==> config.mk <==
export PLATFORM = sky130hd
export DESIGN_NAME = online_digit_history
export DESIGN_NICKNAME = d
export VERILOG_FILES = /design/src/rtl/online_mult_pkg.sv /design/src/rtl/online_digit_slot.sv /design/src/rtl/online_digit_history.sv
export SDC_FILE = /design/constraint.sdc
export NUM_CORES = 2
export LEC_CHECK = 0
export ABC_AREA = 1
export CAP_MARGIN = 20
export CORE_AREA = 2 2 242 244
export DETAILED_ROUTE_END_ITERATION = 6
export DIE_AREA = 0 0 244 246
export GPL_ROUTABILITY_DRIVEN = 0
export PLACE_DENSITY = 0.77
export SYNTH_ARGS = -nofsm -noshare
export SYNTH_HDL_FRONTEND = slang
export SYNTH_SLANG_ARGS = --single-unit
==> constraint.sdc <==
create_clock -name clk -period 3.5 [get_ports clk]
set_input_delay 0.525 -clock clk [delete_from_list [all_inputs] [get_ports clk]]
set_output_delay 0.525 -clock clk [all_outputs]
set_load 0.03 [all_outputs]
==> src/rtl/online_mult_pkg.sv <==
// Purpose: shared signed-digit encodings and digit-pair type for the online multiplier.
// Latency: n/a (types and pure functions only).
// Backpressure: n/a.
package online_mult_pkg;

    // Signed-digit code is {plus, minus}; both bits set has no legal meaning.
    localparam logic [1:0] SD_ZERO = 2'b00;
    localparam logic [1:0] SD_NEG  = 2'b01;
    localparam logic [1:0] SD_POS  = 2'b10;
    localparam logic [1:0] SD_BAD  = 2'b11;

    typedef struct packed {
        logic [1:0] x;
        logic [1:0] y;
    } digit_pair_t;

    function automatic logic sd_is_bad(input logic [1:0] d);
        return (d == SD_BAD);
    endfunction

    // Illegal code is stored as zero so the datapath never sees +1 and -1 at once.
    function automatic logic [1:0] sd_sanitize(input logic [1:0] d);
        return sd_is_bad(d) ? SD_ZERO : d;
    endfunction

endpackage

==> src/rtl/online_digit_slot.sv <==
// Purpose: one slot's x/y signed-digit prefix history plus its digit counter.
// Latency: state updates at the edge; next-state values are exported for write-through readout.
// Backpressure: none here; writes at a full count are ignored, the parent gates acceptance.
//
// Ports: clk/rst (sync, active-high), clr_i clears history and counter, wr_i stores pair_i
// at the next MSB-first position; *_d_o expose next-state vectors, cnt_q_o/cnt_d_o the counter.
module online_digit_slot
    import online_mult_pkg::*;
#(
    parameter int NUM_DIGITS = 16,
    parameter int CNT_W      = $clog2(NUM_DIGITS + 1)
) (
    input  logic                  clk,
    input  logic                  rst,
    input  logic                  clr_i,
    input  logic                  wr_i,
    input  digit_pair_t           pair_i,
    output logic [NUM_DIGITS-1:0] xp_d_o,
    output logic [NUM_DIGITS-1:0] xm_d_o,
    output logic [NUM_DIGITS-1:0] yp_d_o,
    output logic [NUM_DIGITS-1:0] ym_d_o,
    output logic [CNT_W-1:0]      cnt_q_o,
    output logic [CNT_W-1:0]      cnt_d_o
);

    logic [NUM_DIGITS-1:0] xp_q, xm_q, yp_q, ym_q;
    logic [NUM_DIGITS-1:0] xp_d, xm_d, yp_d, ym_d;
    logic [CNT_W-1:0]      cnt_q, cnt_d;

    always_comb begin
        xp_d  = xp_q;
        xm_d  = xm_q;
        yp_d  = yp_q;
        ym_d  = ym_q;
        cnt_d = cnt_q;
        if (clr_i) begin
            xp_d  = '0;
            xm_d  = '0;
            yp_d  = '0;
            ym_d  = '0;
            cnt_d = '0;
        end else if (wr_i && (cnt_q != CNT_W'(NUM_DIGITS))) begin
            // Digit k lands at bit NUM_DIGITS-1-k: first digit is the MSB.
            for (int i = 0; i < NUM_DIGITS; i++) begin
                if (cnt_q == CNT_W'(NUM_DIGITS - 1 - i)) begin
                    xp_d[i] = pair_i.x[1];
                    xm_d[i] = pair_i.x[0];
                    yp_d[i] = pair_i.y[1];
                    ym_d[i] = pair_i.y[0];
                end
            end
            cnt_d = cnt_q + CNT_W'(1);
        end
    end

    always_ff @(posedge clk) begin
        if (rst) begin
            xp_q  <= '0;
            xm_q  <= '0;
            yp_q  <= '0;
            ym_q  <= '0;
            cnt_q <= '0;
        end else begin
            xp_q  <= xp_d;
            xm_q  <= xm_d;
            yp_q  <= yp_d;
            ym_q  <= ym_d;
            cnt_q <= cnt_d;
        end
    end

    assign xp_d_o  = xp_d;
    assign xm_d_o  = xm_d;
    assign yp_d_o  = yp_d;
    assign ym_d_o  = ym_d;
    assign cnt_q_o = cnt_q;
    assign cnt_d_o = cnt_d;

endmodule

==> src/rtl/online_digit_history.sv <==
// Purpose: multi-slot store of serial signed-digit x/y streams, presenting the selected slot's prefixes.
// Latency: 1 cycle from accept, clear or slot change to registered outputs (write-through).
// Backpressure: in_ready drops combinationally during rst/start or when the addressed slot is full.
//
// Ports: clk, rst (sync, active-high); start clears the addressed slot; slot selects write/clear/readout;
// in_valid/in_ready digit handshake with x_digit/y_digit ({plus,minus}); x_/y_ plus/minus prefix
// vectors, digit_cnt, full of the selected slot; out_valid and digit_err one-cycle pulses.
module online_digit_history
    import online_mult_pkg::*;
#(
    parameter int  NUM_DIGITS = 16,
    parameter int  NUM_SLOTS  = 8,
    localparam int SLOT_W     = (NUM_SLOTS > 1) ? $clog2(NUM_SLOTS) : 1,
    localparam int CNT_W      = $clog2(NUM_DIGITS + 1)
) (
    input  logic                  clk,
    input  logic                  rst,
    input  logic                  start,
    input  logic [SLOT_W-1:0]     slot,
    input  logic                  in_valid,
    output logic                  in_ready,
    input  logic [1:0]            x_digit,
    input  logic [1:0]            y_digit,
    output logic [NUM_DIGITS-1:0] x_plus,
    output logic [NUM_DIGITS-1:0] x_minus,
    output logic [NUM_DIGITS-1:0] y_plus,
    output logic [NUM_DIGITS-1:0] y_minus,
    output logic [CNT_W-1:0]      digit_cnt,
    output logic                  full,
    output logic                  out_valid,
    output logic                  digit_err
);

    logic [NUM_DIGITS-1:0] xp_d [NUM_SLOTS];
    logic [NUM_DIGITS-1:0] xm_d [NUM_SLOTS];
    logic [NUM_DIGITS-1:0] yp_d [NUM_SLOTS];
    logic [NUM_DIGITS-1:0] ym_d [NUM_SLOTS];
    logic [CNT_W-1:0]      cnt_q [NUM_SLOTS];
    logic [CNT_W-1:0]      cnt_d [NUM_SLOTS];

    logic [NUM_DIGITS-1:0] sel_xp_d, sel_xm_d, sel_yp_d, sel_ym_d;
    logic [CNT_W-1:0]      sel_cnt_q, sel_cnt_d;

    logic                  accept;
    logic                  bad_digit;
    digit_pair_t           pair;

    logic [NUM_DIGITS-1:0] x_plus_q, x_minus_q, y_plus_q, y_minus_q;
    logic [CNT_W-1:0]      digit_cnt_q;
    logic                  full_q, out_valid_q, digit_err_q;

    assign pair.x    = sd_sanitize(x_digit);
    assign pair.y    = sd_sanitize(y_digit);
    assign bad_digit = sd_is_bad(x_digit) || sd_is_bad(y_digit);

    for (genvar s = 0; s < NUM_SLOTS; s++) begin : g_slot
        online_digit_slot #(
            .NUM_DIGITS (NUM_DIGITS),
            .CNT_W      (CNT_W)
        ) u_slot (
            .clk     (clk),
            .rst     (rst),
            .clr_i   (start && (slot == SLOT_W'(s))),
            .wr_i    (accept && (slot == SLOT_W'(s))),
            .pair_i  (pair),
            .xp_d_o  (xp_d[s]),
            .xm_d_o  (xm_d[s]),
            .yp_d_o  (yp_d[s]),
            .ym_d_o  (ym_d[s]),
            .cnt_q_o (cnt_q[s]),
            .cnt_d_o (cnt_d[s])
        );
    end

    // Addressed-slot mux: live count drives in_ready, next-state values feed the output register.
    always_comb begin
        sel_xp_d  = '0;
        sel_xm_d  = '0;
        sel_yp_d  = '0;
        sel_ym_d  = '0;
        sel_cnt_q = '0;
        sel_cnt_d = '0;
        for (int s = 0; s < NUM_SLOTS; s++) begin
            if (slot == SLOT_W'(s)) begin
                sel_xp_d  = xp_d[s];
                sel_xm_d  = xm_d[s];
                sel_yp_d  = yp_d[s];
                sel_ym_d  = ym_d[s];
                sel_cnt_q = cnt_q[s];
                sel_cnt_d = cnt_d[s];
            end
        end
    end

    // start wins over a simultaneous digit, which is simply dropped.
    assign in_ready = !rst && !start && (sel_cnt_q != CNT_W'(NUM_DIGITS));
    assign accept   = in_valid && in_ready;

    always_ff @(posedge clk) begin
        if (rst) begin
            x_plus_q    <= '0;
            x_minus_q   <= '0;
            y_plus_q    <= '0;
            y_minus_q   <= '0;
            digit_cnt_q <= '0;
            full_q      <= 1'b0;
            out_valid_q <= 1'b0;
            digit_err_q <= 1'b0;
        end else begin
            x_plus_q    <= sel_xp_d;
            x_minus_q   <= sel_xm_d;
            y_plus_q    <= sel_yp_d;
            y_minus_q   <= sel_ym_d;
            digit_cnt_q <= sel_cnt_d;
            full_q      <= (sel_cnt_d == CNT_W'(NUM_DIGITS));
            out_valid_q <= accept;
            digit_err_q <= accept && bad_digit;
        end
    end

    assign x_plus    = x_plus_q;
    assign x_minus   = x_minus_q;
    assign y_plus    = y_plus_q;
    assign y_minus   = y_minus_q;
    assign digit_cnt = digit_cnt_q;
    assign full      = full_q;
    assign out_valid = out_valid_q;
    assign digit_err = digit_err_q;

endmodule

==> results.cfg <==
[route]
dr.first_iter.drc_count = 4920
drt-total-wl_mm = 122
ant_nets = 0
drt_first_pass_iters = 7
remaining_drc_errors = 4
post_drt_wl_per_cell_um = 19.7
viasPerCell = 5.87
vias = 36382

[global_routing]
grt_first_pass_wirelength_mm = 186
met2_usage_pct = 59.1
grt_util_met3_pct = 9.03
antenna_found_initial = 2
grt_util_met1_pct = 49.8
grt_pass1_vias = 33935
grt-ovfl-total = 0
grt_max_degree = 214
grt_usage_pct = 39.6
top_usage_layer = met2

[layout]
stdcell_area_sq_um = 41100
area_delta_synth_final_pct = 31.2
drive_above_1_share_pct = 19.7
fin_nets = 5437
antenna_cells = 0

[logic_synthesis]
synth_top_family_by_area = simple AND/OR/NAND/NOR gates
synth_area_sq_um = 31300
synthTopCellsByArea = dfxtp_1 40%, nor2_1 12%, nand2_1 11%
yosys_register_bits = 624
async_flop_share_pct = 0
synth_xor_area_share_pct = 0.308
synthAdderAreaFrac_pct = 1.60
syn_avg_cell_area_sq_um = 6.64
yosys.area.top_type = dfxtp_1
synthTopCellsByCount = 986 x nor2_1, 899 x nand2_1, 624 x dfxtp_1, 489 x inv_1, 344 x nand3_1
synth_nets = 4769
muxShareOfSynthArea_pct = 1.09
postSynth.topFlopCell = dfxtp_1
yosysWarnings = 0
yosysSeqAreaShare_pct = 39.9
syn_inst = 4718
synth_compound_area_share_pct = 10.4
yosysMostFrequentCell = nor2_1
synth_simple_gate_area_share_pct = 37.1
synth_edf_count = 0
synth_cell_types = 36
synth.top_cell.area_share_pct = 39.9

[status]
status = finished, violations left
violations = DRC

[die]
die_area_sq_um = 60000
core-area_sq_um = 57400
dieHeight_um = 246
io-pin-count = 84
start_util_pct = 54.6
core.rowCount = 88
dieWidth_um = 244

[pwr]
p_int_mw = 11.8
power.leakage_nw = 18.3
power_frac_comb_pct = 6.8
clkPwrFrac_pct = 47.9
p_total_mw = 15.8
power_frac_seq_pct = 45.3
powerDensity_nw_per_um2 = 385
power.switching_mw = 3.98
vdd_ir_drop_max_uv = 421
swShare_pct = 25.1

[setup_path]
startpoint = g_slot[0].u_slot.cnt_q_o[1]
crit_chain = inv_1 -> nand2_1 -> nand2_1 -> nand3_2 -> nand2_1 -> inv_1 -> nor2_1 -> nand2_1 -> nand3_2 -> nand2_4 -> nand3_4 -> buf_12 -> inv_2 -> nand2_1 -> nor2_2 -> buf_4 -> nand2_1 -> nor2_2 -> buf_12 -> o211ai_1 -> o21ai_0 -> nand2_1 -> inv_1
endpoint_kind = flop
crit_buf_inv = 7
reg2reg_to = y_minus[6]
r2r_slack_ps = 110
r2r_start = g_slot[0].u_slot.cnt_q_o[1]
slowest_delay_ps = 480
crit_path_start_kind = flop
reg2regPathDepth = 23
worstPathRequired_ps = 4080
crit_top_cell = nand2_1
arrival_ps = 3970
critical_path_class = flop to flop
worstPathMaxFanout = 9
cp_slowest_cell = o21ai_0
critPathTopFamily = simple AND/OR/NAND/NOR gates

[clock_tree]
cts_buffer_depth = 3
clkTransAtPathRegs_ps = 60
insertion_delay_ps = 640
cts_sinks = 624
numCtsBuffers = 69
ctsRootBufferMaster = clkbuf_16
cts_tree = yes
htree_levels = 3

[sta]
setup-violations-final = 0
timing.fmax_ghz = 0.295
finalCriticalPeriod_ps = 3390
finClkSkew_ps = 26.0
post-route-period-util_pct = 96.8
hold_viol = 0
timing.slew.headroom_pct = 22.4
max_slew.worst_pin.slew_ps = 1160
drv_slew = 0

[min_path]
min_path_cells = 3
min_path_type = primary input to flop
hold_path_end = digit_cnt[2]
hp-start = rst

[job]
cap_violations = 0

[place]
placed_area_sq_um = 38300
numPortBuffers = 83
place_hpwl_mm = 80.9
==> what timing repair did <==
item / CTS / global route
cloned: 0 / 2
resized for setup: 9 / 69
buffers inserted: 4 / 9
endpoints found under the setup margin: 31 / 114
hold buffers: 0 / 0
pin swaps: 1 / 24
==> worst min-delay path, cell delays in order <==
cell,delay [ps]
buf_8,110
buf_12,200
nor2_1,160
==> stage by stage <==
| stage | hold WS, ps | TNS, ps | util [%] | instances | setup slack [ps] |
|---|---|---|---|---|---|
| floorplan | 425 | 0 | - | 4718 | 399 |
| global placement | 435 | -92810 | 66.8 | 6065 | -702 |
| detailed placement | 439 | -106540 | 66.8 | 6065 | -756 |
| CTS | 447 | 0 | 71.0 | 6190 | 14.4 |
| global route | 483 | -372 | 71.6 | 6201 | -114 |
| finish | 424 | 0 | 71.6 | 6201 | 112 |
==> sequential cells by signal, indices dropped and copies added (netlist names) <==
| signal | flops |
|---|---|
| g_slot.u_slot.xm_q | 128 |
| g_slot.u_slot.xp_q | 128 |
| g_slot.u_slot.ym_q | 128 |
| g_slot.u_slot.yp_q | 128 |
| g_slot.u_slot.cnt_q_o | 40 |
| x_minus | 16 |
| x_plus | 16 |
| y_minus | 16 |
| y_plus | 16 |
| digit_cnt | 5 |
| digit_err | 1 |
| full | 1 |
| out_valid | 1 |
==> final cells by class <==
class	instances	area, sq um
Sequential cell	624	12500
Multi-Input combinational cell	3294	16100
Tap cell	765	957
Fill cell	4334	16300
Clock buffer	94	1970
Timing Repair Buffer	886	7330
Inverter	511	1930
Clock inverter	27	355
==> how the worst max path moves through the flow <==
| stage | to | slack [ps] | depth (start not counted) |
|---|---|---|---|
| final | y_minus[6] | 110 | 23 |
| after global routing | y_minus[15] | -110 | 24 |
| after CTS | y_plus[2] | 10 | 25 |
| after detailed placement | full | -760 | 23 |
| after global placement | x_plus[7] | -700 | 23 |
| after floorplan | x_minus[4] | 400 | 20 |
==> routing by layer <==
| metal | part of all wire (%) | wire length, um |
|---|---|---|
| met5 | 0.0082 | 10 |
| met1 | 37 | 45600 |
| met3 | 11 | 14100 |
| met2 | 42 | 51400 |
| met4 | 9.2 | 11200 |
==> kinds of logic (layout without fill, tap and decap cells) <==
group	count (synthesis)	after routing
adder cells (fa/ha/maj)	40	40
AND/OR/NAND/NOR	2691	2691
XOR/XNOR	11	11
AO/OA/AOI/OAI	518	518
flip-flops	624	624
multiplexers	34	34
buffers and inverters	800	1518
==> power by group through the flow <==
stage	Clock, mW	Combinational, mW	Sequential (mW)
global placement	0	0.993	7.32
global route	7.86	1.10	7.16
CTS	7.56	1.01	7.16
finish	7.57	1.08	7.16
detailed placement	0	0.996	7.32
floorplan	0	0.471	7.35
==> cells in the final DEF, fill, tap and decap left out, types with 34 or more instances in the layout <==
cell             Yosys  final
nand2_1            899    893
a21oi_1             80     80
dfxtp_1            624    623
ha_1                40     40
o211ai_1           192    192
or2_2               59     59
clkbuf_16            0     71
o21ai_0            177    173
clkdlybuf4s50_1      0     78
nor4_1              54     54
nand4_1            208    208
buf_4                0    763
mux2i_1             34     34
nand3_1            344    335
inv_1              489    480
nor2_1             986    960
nor3_1             107    105
Note: power is estimated with default switching activity, not from simulation.
